[config.mk]
export PLATFORM = sky130hd
export DESIGN_NAME = tmds_encoder
export DESIGN_NICKNAME = d
export VERILOG_FILES = /design/src/rtl/tmds_encoder.sv
export SDC_FILE = /design/constraint.sdc
export NUM_CORES = 1
export LEC_CHECK = 0
export CORE_MARGIN = 4
export CORE_UTILIZATION = 44
export DETAILED_ROUTE_END_ITERATION = 6
export GPL_ROUTABILITY_DRIVEN = 1
export PLACE_DENSITY_LB_ADDON = 0.25
export SYNTH_ARGS = -nofsm -noshare
export SYNTH_HDL_FRONTEND = slang
export SYNTH_SLANG_ARGS = --single-unit
[constraint.sdc]
create_clock -name clk_i -period 2.11 [get_ports clk_i]
set_clock_uncertainty 0.2 [all_clocks]
set_input_delay 0.422 -clock clk_i [delete_from_list [all_inputs] [get_ports clk_i]]
set_output_delay 0.422 -clock clk_i [all_outputs]
set_load 0.02 [all_outputs]
[src/rtl/tmds_encoder.sv]
// tmds_encoder: DVI TMDS 8b/10b channel encoder with DC balancing, two-stage pipeline
module tmds_encoder #(
  parameter logic [7:0] ColorOn  = 8'hFF,
  parameter logic [7:0] ColorOff = 8'h00
) (
  input  logic       clk_i,
  input  logic       rst_ni,
  input  logic       ce_i,
  input  logic       de_i,
  input  logic       pix_i,
  input  logic [1:0] ctrl_i,
  output logic [9:0] tmds_o
);
  logic [7:0]        d;
  logic              de_q;
  logic [1:0]        ctrl_q;
  logic signed [4:0] cnt;
  logic [3:0]        n1d, n1q, n0q;
  logic              use_xnor, cond_a, cond_b;
  logic [8:0]        q_m;
  logic signed [4:0] diff, cnt_d;
  logic [9:0]        sym_d;

  always_ff @(posedge clk_i or negedge rst_ni)
    if (!rst_ni) begin
      d      <= '0;
      de_q   <= 1'b0;
      ctrl_q <= '0;
    end else if (ce_i) begin
      d      <= pix_i ? ColorOn : ColorOff;
      de_q   <= de_i;
      ctrl_q <= ctrl_i;
    end

  always_comb begin
    n1d = '0;
    for (int i = 0; i < 8; i++) n1d = n1d + {3'b0, d[i]};
    use_xnor = n1d > 4'd4 || (n1d == 4'd4 && !d[0]);
    q_m[0] = d[0];
    for (int i = 1; i < 8; i++) q_m[i] = q_m[i-1] ^ d[i] ^ use_xnor;
    q_m[8] = !use_xnor;
    n1q = '0;
    for (int i = 0; i < 8; i++) n1q = n1q + {3'b0, q_m[i]};
    n0q = 4'd8 - n1q;
    diff = $signed({1'b0, n1q}) - $signed({1'b0, n0q});
    cond_a = cnt == 5'sd0 || n1q == n0q;
    cond_b = (cnt > 5'sd0 && n1q > n0q) || (cnt < 5'sd0 && n0q > n1q);
    sym_d = !de_q ? (ctrl_q == 2'd0 ? 10'h354 : ctrl_q == 2'd1 ? 10'h0AB :
                     ctrl_q == 2'd2 ? 10'h154 : 10'h2AB)
          : cond_a ? {~q_m[8], q_m[8], q_m[8] ? q_m[7:0] : ~q_m[7:0]}
          : cond_b ? {1'b1, q_m[8], ~q_m[7:0]}
          : {1'b0, q_m[8], q_m[7:0]};
    cnt_d = !de_q ? 5'sd0
          : cond_a ? cnt + (q_m[8] ? diff : -diff)
          : cond_b ? cnt + (q_m[8] ? 5'sd2 : 5'sd0) - diff
          : cnt - (q_m[8] ? 5'sd0 : 5'sd2) + diff;
  end

  always_ff @(posedge clk_i or negedge rst_ni)
    if (!rst_ni) begin
      tmds_o <= 10'h354;
      cnt    <= 5'sd0;
    end else if (ce_i) begin
      tmds_o <= sym_d;
      cnt    <= cnt_d;
    end
endmodule

## Yosys cells after proc, flatten, opt, wreduce, memory -nomap -nowiden

Cells that the tools add are included.

| operators by class | value |
|---|---|
| reductions and logical operators | 10 |
| multiplexer cells | 14 |
| equal/unequal tests | 4 |
| add/subtract/negate cells | 22 |
| order comparisons | 5 |
| bitwise gates (word level) | 15 |

Operators by type and width:

| operator | number |
|---|---|
| two-way mux 10 bit | 6 |
| adder 4 x 1 -> 4 bit | 8 |
| two-way mux 5 bit | 4 |
| two-way mux 8 bit | 2 |
| bitwise XOR 1 bit | 14 |
| adder 5 bit | 2 |
| adder 3 x 1 -> 4 bit | 2 |
| greater-than comparator 4 bit | 2 |
| inverter 8 bit | 1 |
| adder 2 x 1 -> 3 bit | 2 |
| adder 5 x 3 -> 5 bit | 1 |
| greater-than comparator 5 x 1 -> 1 bit (second input constant) | 1 |
| zero test 5 bit | 1 |
| < comparator 5 x 1 -> 1 bit (second input constant) | 1 |
| negation 5 bit | 1 |
| subtractor 4 x 4 -> 5 bit | 1 |
| subtractor 5 x 3 -> 5 bit | 1 |
| subtractor 5 bit | 1 |
| adder 1 x 1 -> 2 bit | 2 |
| equality test 4 x 3 -> 1 bit (second input constant) | 1 |
| equality test 4 bit | 1 |
| greater-than comparator 4 x 3 -> 1 bit (second input constant) | 1 |
| two-way mux 2 bit | 2 |
| subtractor 4 bit (first input constant) | 1 |
| other kinds (6) | 11 |

| storage, ports and cells | value |
|---|---|
| output and inout bits | 10 |
| bits of input ports | 7 |
| register bits after elaboration | 26 |
| logic and storage cells | 75 |

## Longest topological paths before layout

| logic depth | value |
|---|---|
| word-level depth | 31 |
| depth in mapped cells | 7 |
| gate-level depth less buffers | 7 |

## Worst setup path after synthesis

No wires, ideal clock.

| path | value |
|---|---|
| kind | register to register |
| from | register d[6] |
| to | register cnt[2] |
| clock period less this slack | 1.977 ns |
| arrival | 1.695 ns |
| data required time | 1.828 ns |
| library setup time | 0.082 ns |
| path buffers | 0 |
| path slack | 0.133 ns |
| stages on the path, launching flop included | 7 |
| cells stage by stage | dfrtp_1 -> inv_1 -> ha_1 -> inv_1 -> fa_1 -> mux2_2 -> o22ai_1 |

| on the way | value |
|---|---|
| longest elaborated chain between the ends | 26 |
| elaborated cells between the ends (all ways) | 47 |
| classes of those cells | add/sub (17); order compare (3); eq/ne (2); mux (6); bitwise (13); reduce/logical (6) |

RTL lines:

| what | line | source |
|---|---|---|
| start, declared | 14 | `logic [7:0] d;` |
| start signal, assigned | 30 | `d <= pix_i ? ColorOn : ColorOff;` |
| branches (longest 24 deep; another with adder 4 x 1 -> 4 bit) | n/a |  |
| two-way mux 5 bit (*) | 54 | `: cond_a ? cnt + (q_m[8] ? diff : -diff)` |
| two-way mux 5 bit (*) | 53 | `cnt_d = !de_q ? 5'sd0` |
| end signal, assigned | 65 | `cnt <= cnt_d;` |
| end, declared | 17 | `logic signed [4:0] cnt;` |

Every way passes the cells marked *.
A chain may end at the register's enable or synchronous reset.

==> flow_summary.ini <==
[timing]
finalHoldViolCount = 0
clock.fmax_mhz = 487
slew_violations = 0
fin_setup_tns_ns = 0
post-route-period-util_pct = 97.3
tightest_slew_ns = 0.584
setup_viol = 0
relSlewSlack_pct = 60.9
min_period_ns = 2.05

[detailed_routing]
postRouteAntennaNets = 0
routed_wl_mm = 1.65
drc = 0
dr.first_iter.drc_count = 10
first_pass_iters = 2
via_per_inst = 5.17
via_count = 625
wire_per_inst_um = 13.6

[clock_network]
cts.repair.resized = 0
clock_path_buffers = 2
cts_root_buf = clkbuf_4
cts_buffers = 3
clkSlewWorstSetupHoldPaths_ns = 0.08
cts_sinks = 13
clk_latency_ns = 0.27
cts_tree = built
hold_buffers = 0
cts_setup_buffers = 0
htreeDepth = 1

[die]
coreArea_mm2 = 0.00175
die-area_mm2 = 0.00260
fp.dieW_um = 51.0
initial_core_util_pct = 46.7
die_h_um = 51.0
ioPinCount = 17
rows = 15

[worst_setup_path]
critPathBufInv = 1
cpPeakStageDelay_ns = 0.60
r2r_setup_slack_ns = 0.14
arrival_ns = 1.43
reg2reg_to = cnt[2]$_DFFE_PN0P_
reg2reg_depth = 6
cp_max_fo = 4
cp-start-kind = flop
reg2reg_from = d[6]$_DFFE_PN0P_
crit_required_ns = 1.49
cpLargestDelayFamily = buffers and inverters
endpoint_kind = output pin
path_cells = clkdlybuf4s50_1
critical_path_class = reg2out
cp_slowest_cell = clkdlybuf4s50_1

[global_routing]
grt-ovfl-total = 0
grt_pass1_wl_mm = 2.75
antenna_found_initial = 0
grt_start_max_net_pins = 24
grt_usage_pct = 14.0
first_global_vias = 623

[layout]
fillers = 156
finalNetCount = 112
layout-drive-gt1-share_pct = 16.7
diodes = 0
area_growth_pct = 26.7
layout.cells.non_filler = 121

[synthesis]
synth-async-reset-ratio_pct = 100
synth-edff-count = 0
synth-main-ff-cell = dfrtp_1
syn-num-nets = 97
syn_inst = 82
ys_ff_latch = 13
avgSynthCellArea_um2 = 9.93
ys_types = 24
mappedNetlistArea_um2 = 815
synth_warnings = 0
ys_seq_area_share_pct = 40.4

[power_and_ir_drop]
vdd_drop_max_uv = 673
cellPowerDensity_mw_per_mm2 = 1150
leakagePower_nw = 0.457

[hold_path]
min_from = tmds_o[8]$_DFFE_PN1P_
hold_path.class = reg2reg
hold_depth = 2
hold_end = tmds_o[8]$_DFFE_PN1P_

[placement]
dp.final_hpwl_mm = 1.22
dp.cells = 117
portBuffers = 16
gp_congestion = 0.799

[status]
status = completed

[flow_run]
drv_cap = 0
==> state kept, by name (all words and copies together), names as in the netlist <==
signal	cells
tmds_o	4
cnt	5
d	1
de_q	1
ctrl_q	2
==> report_power, final <==
part	leakage, nW	total (mW)	internal (mW)	switching [mW]
clock	0.0150	0.157	0.0733	0.0837
combinational	0.288	0.641	0.318	0.323
sequential	0.154	0.394	0.317	0.0767
total	0.457	1.19	0.708	0.484
==> stage by stage <==
stage / hold slack [ns] / util, % / instance area, µm² / total power, mW / setup slack (ns)
after floorplan: -0.0736 / - / 815 / 0.847 / 0.133
after global placement: 0.260 / 56.2 / 981 / 0.996 / 0.147
after detailed placement: 0.271 / 56.2 / 981 / 1.01 / 0.0676
after CTS: 0.285 / 57.7 / 1010 / 1.18 / 0.0263
after global routing: 0.312 / 59.1 / 1030 / 1.32 / -0.00729
final: 0.278 / 59.1 / 1030 / 1.19 / 0.0564
==> synth_stat cells (3+ instances only) <==
master     n  area share [%]
o21ai_0    5             3.1
dfstp_2    3             9.7
buf_4      6             5.5
mux2_2     3             4.1
a21oi_1    4             2.5
ha_1       6             9.2
dfrtp_1   10              31
inv_1     12             5.5
nor2_1     5             2.3
a21boi_0   3             2.8
nand2_1    5             2.3
==> how the worst max path moves through the flow <==
stage                               start                  to  depth (start not counted)
floorplan                d[6]$_DFFE_PN0P_  cnt[2]$_DFFE_PN0P_                          6
global placement         d[6]$_DFFE_PN0P_  cnt[2]$_DFFE_PN0P_                          6
detailed placement       d[6]$_DFFE_PN0P_  cnt[3]$_DFFE_PN0P_                          7
CTS                 tmds_o[6]$_DFFE_PN1P_           tmds_o[4]                          1
global route             d[6]$_DFFE_PN0P_  cnt[3]$_DFFE_PN0P_                          7
finish              tmds_o[6]$_DFFE_PN1P_           tmds_o[2]                          1
==> placed cells by master (no fill, tap or decap), types with 3 or more instances in the layout <==
cell	count
a21oi_1	4
mux2_2	3
o21ai_0	5
dfstp_2	3
nor2_1	5
clkbuf_4	3
nand2_1	5
a21boi_0	3
dfrtp_1	9
inv_1	11
clkdlybuf4s50_1	14
ha_1	5
==> metal layers <==
layer / GRT usage [%] / vias up / part of all wire [%]
met2: 21.0 / 15 / 49
met1: 17.5 / 301 / 45
met3: 3.79 / 6 / 3.5
met4: 9.42 / 0 / 2.4
met5: 0 / - / 0
li1: - / 303 / -
==> kinds of logic (layout without fill, tap and decap cells) <==
group | after synthesis | in the layout | share of synthesized area, %
XOR/XNOR | 4 | 4 | 5.22
adder cells (fa/ha/maj) | 8 | 8 | 14.1
buffers and inverters | 20 | 34 | 12.0
AND/OR/NAND/NOR | 12 | 12 | 6.45
flip-flops | 13 | 13 | 40.4
multiplexers | 4 | 4 | 5.38
AO/OA/AOI/OAI | 21 | 21 | 16.4
==> final cells by class <==
| class | count | area, µm² | area share [%] |
|---|---|---|---|
| Sequential cell | 13 | 330 | 32.0 |
| Multi-Input combinational cell | 49 | 407 | 39.4 |
| Clock buffer | 4 | 26.3 | 2.55 |
| Tap cell | 25 | 31.3 | 3.03 |
| Inverter | 12 | 45.0 | 4.36 |
| Timing Repair Buffer | 18 | 193 | 18.7 |
No activity file was read; power rests on OpenSTA's default activity.
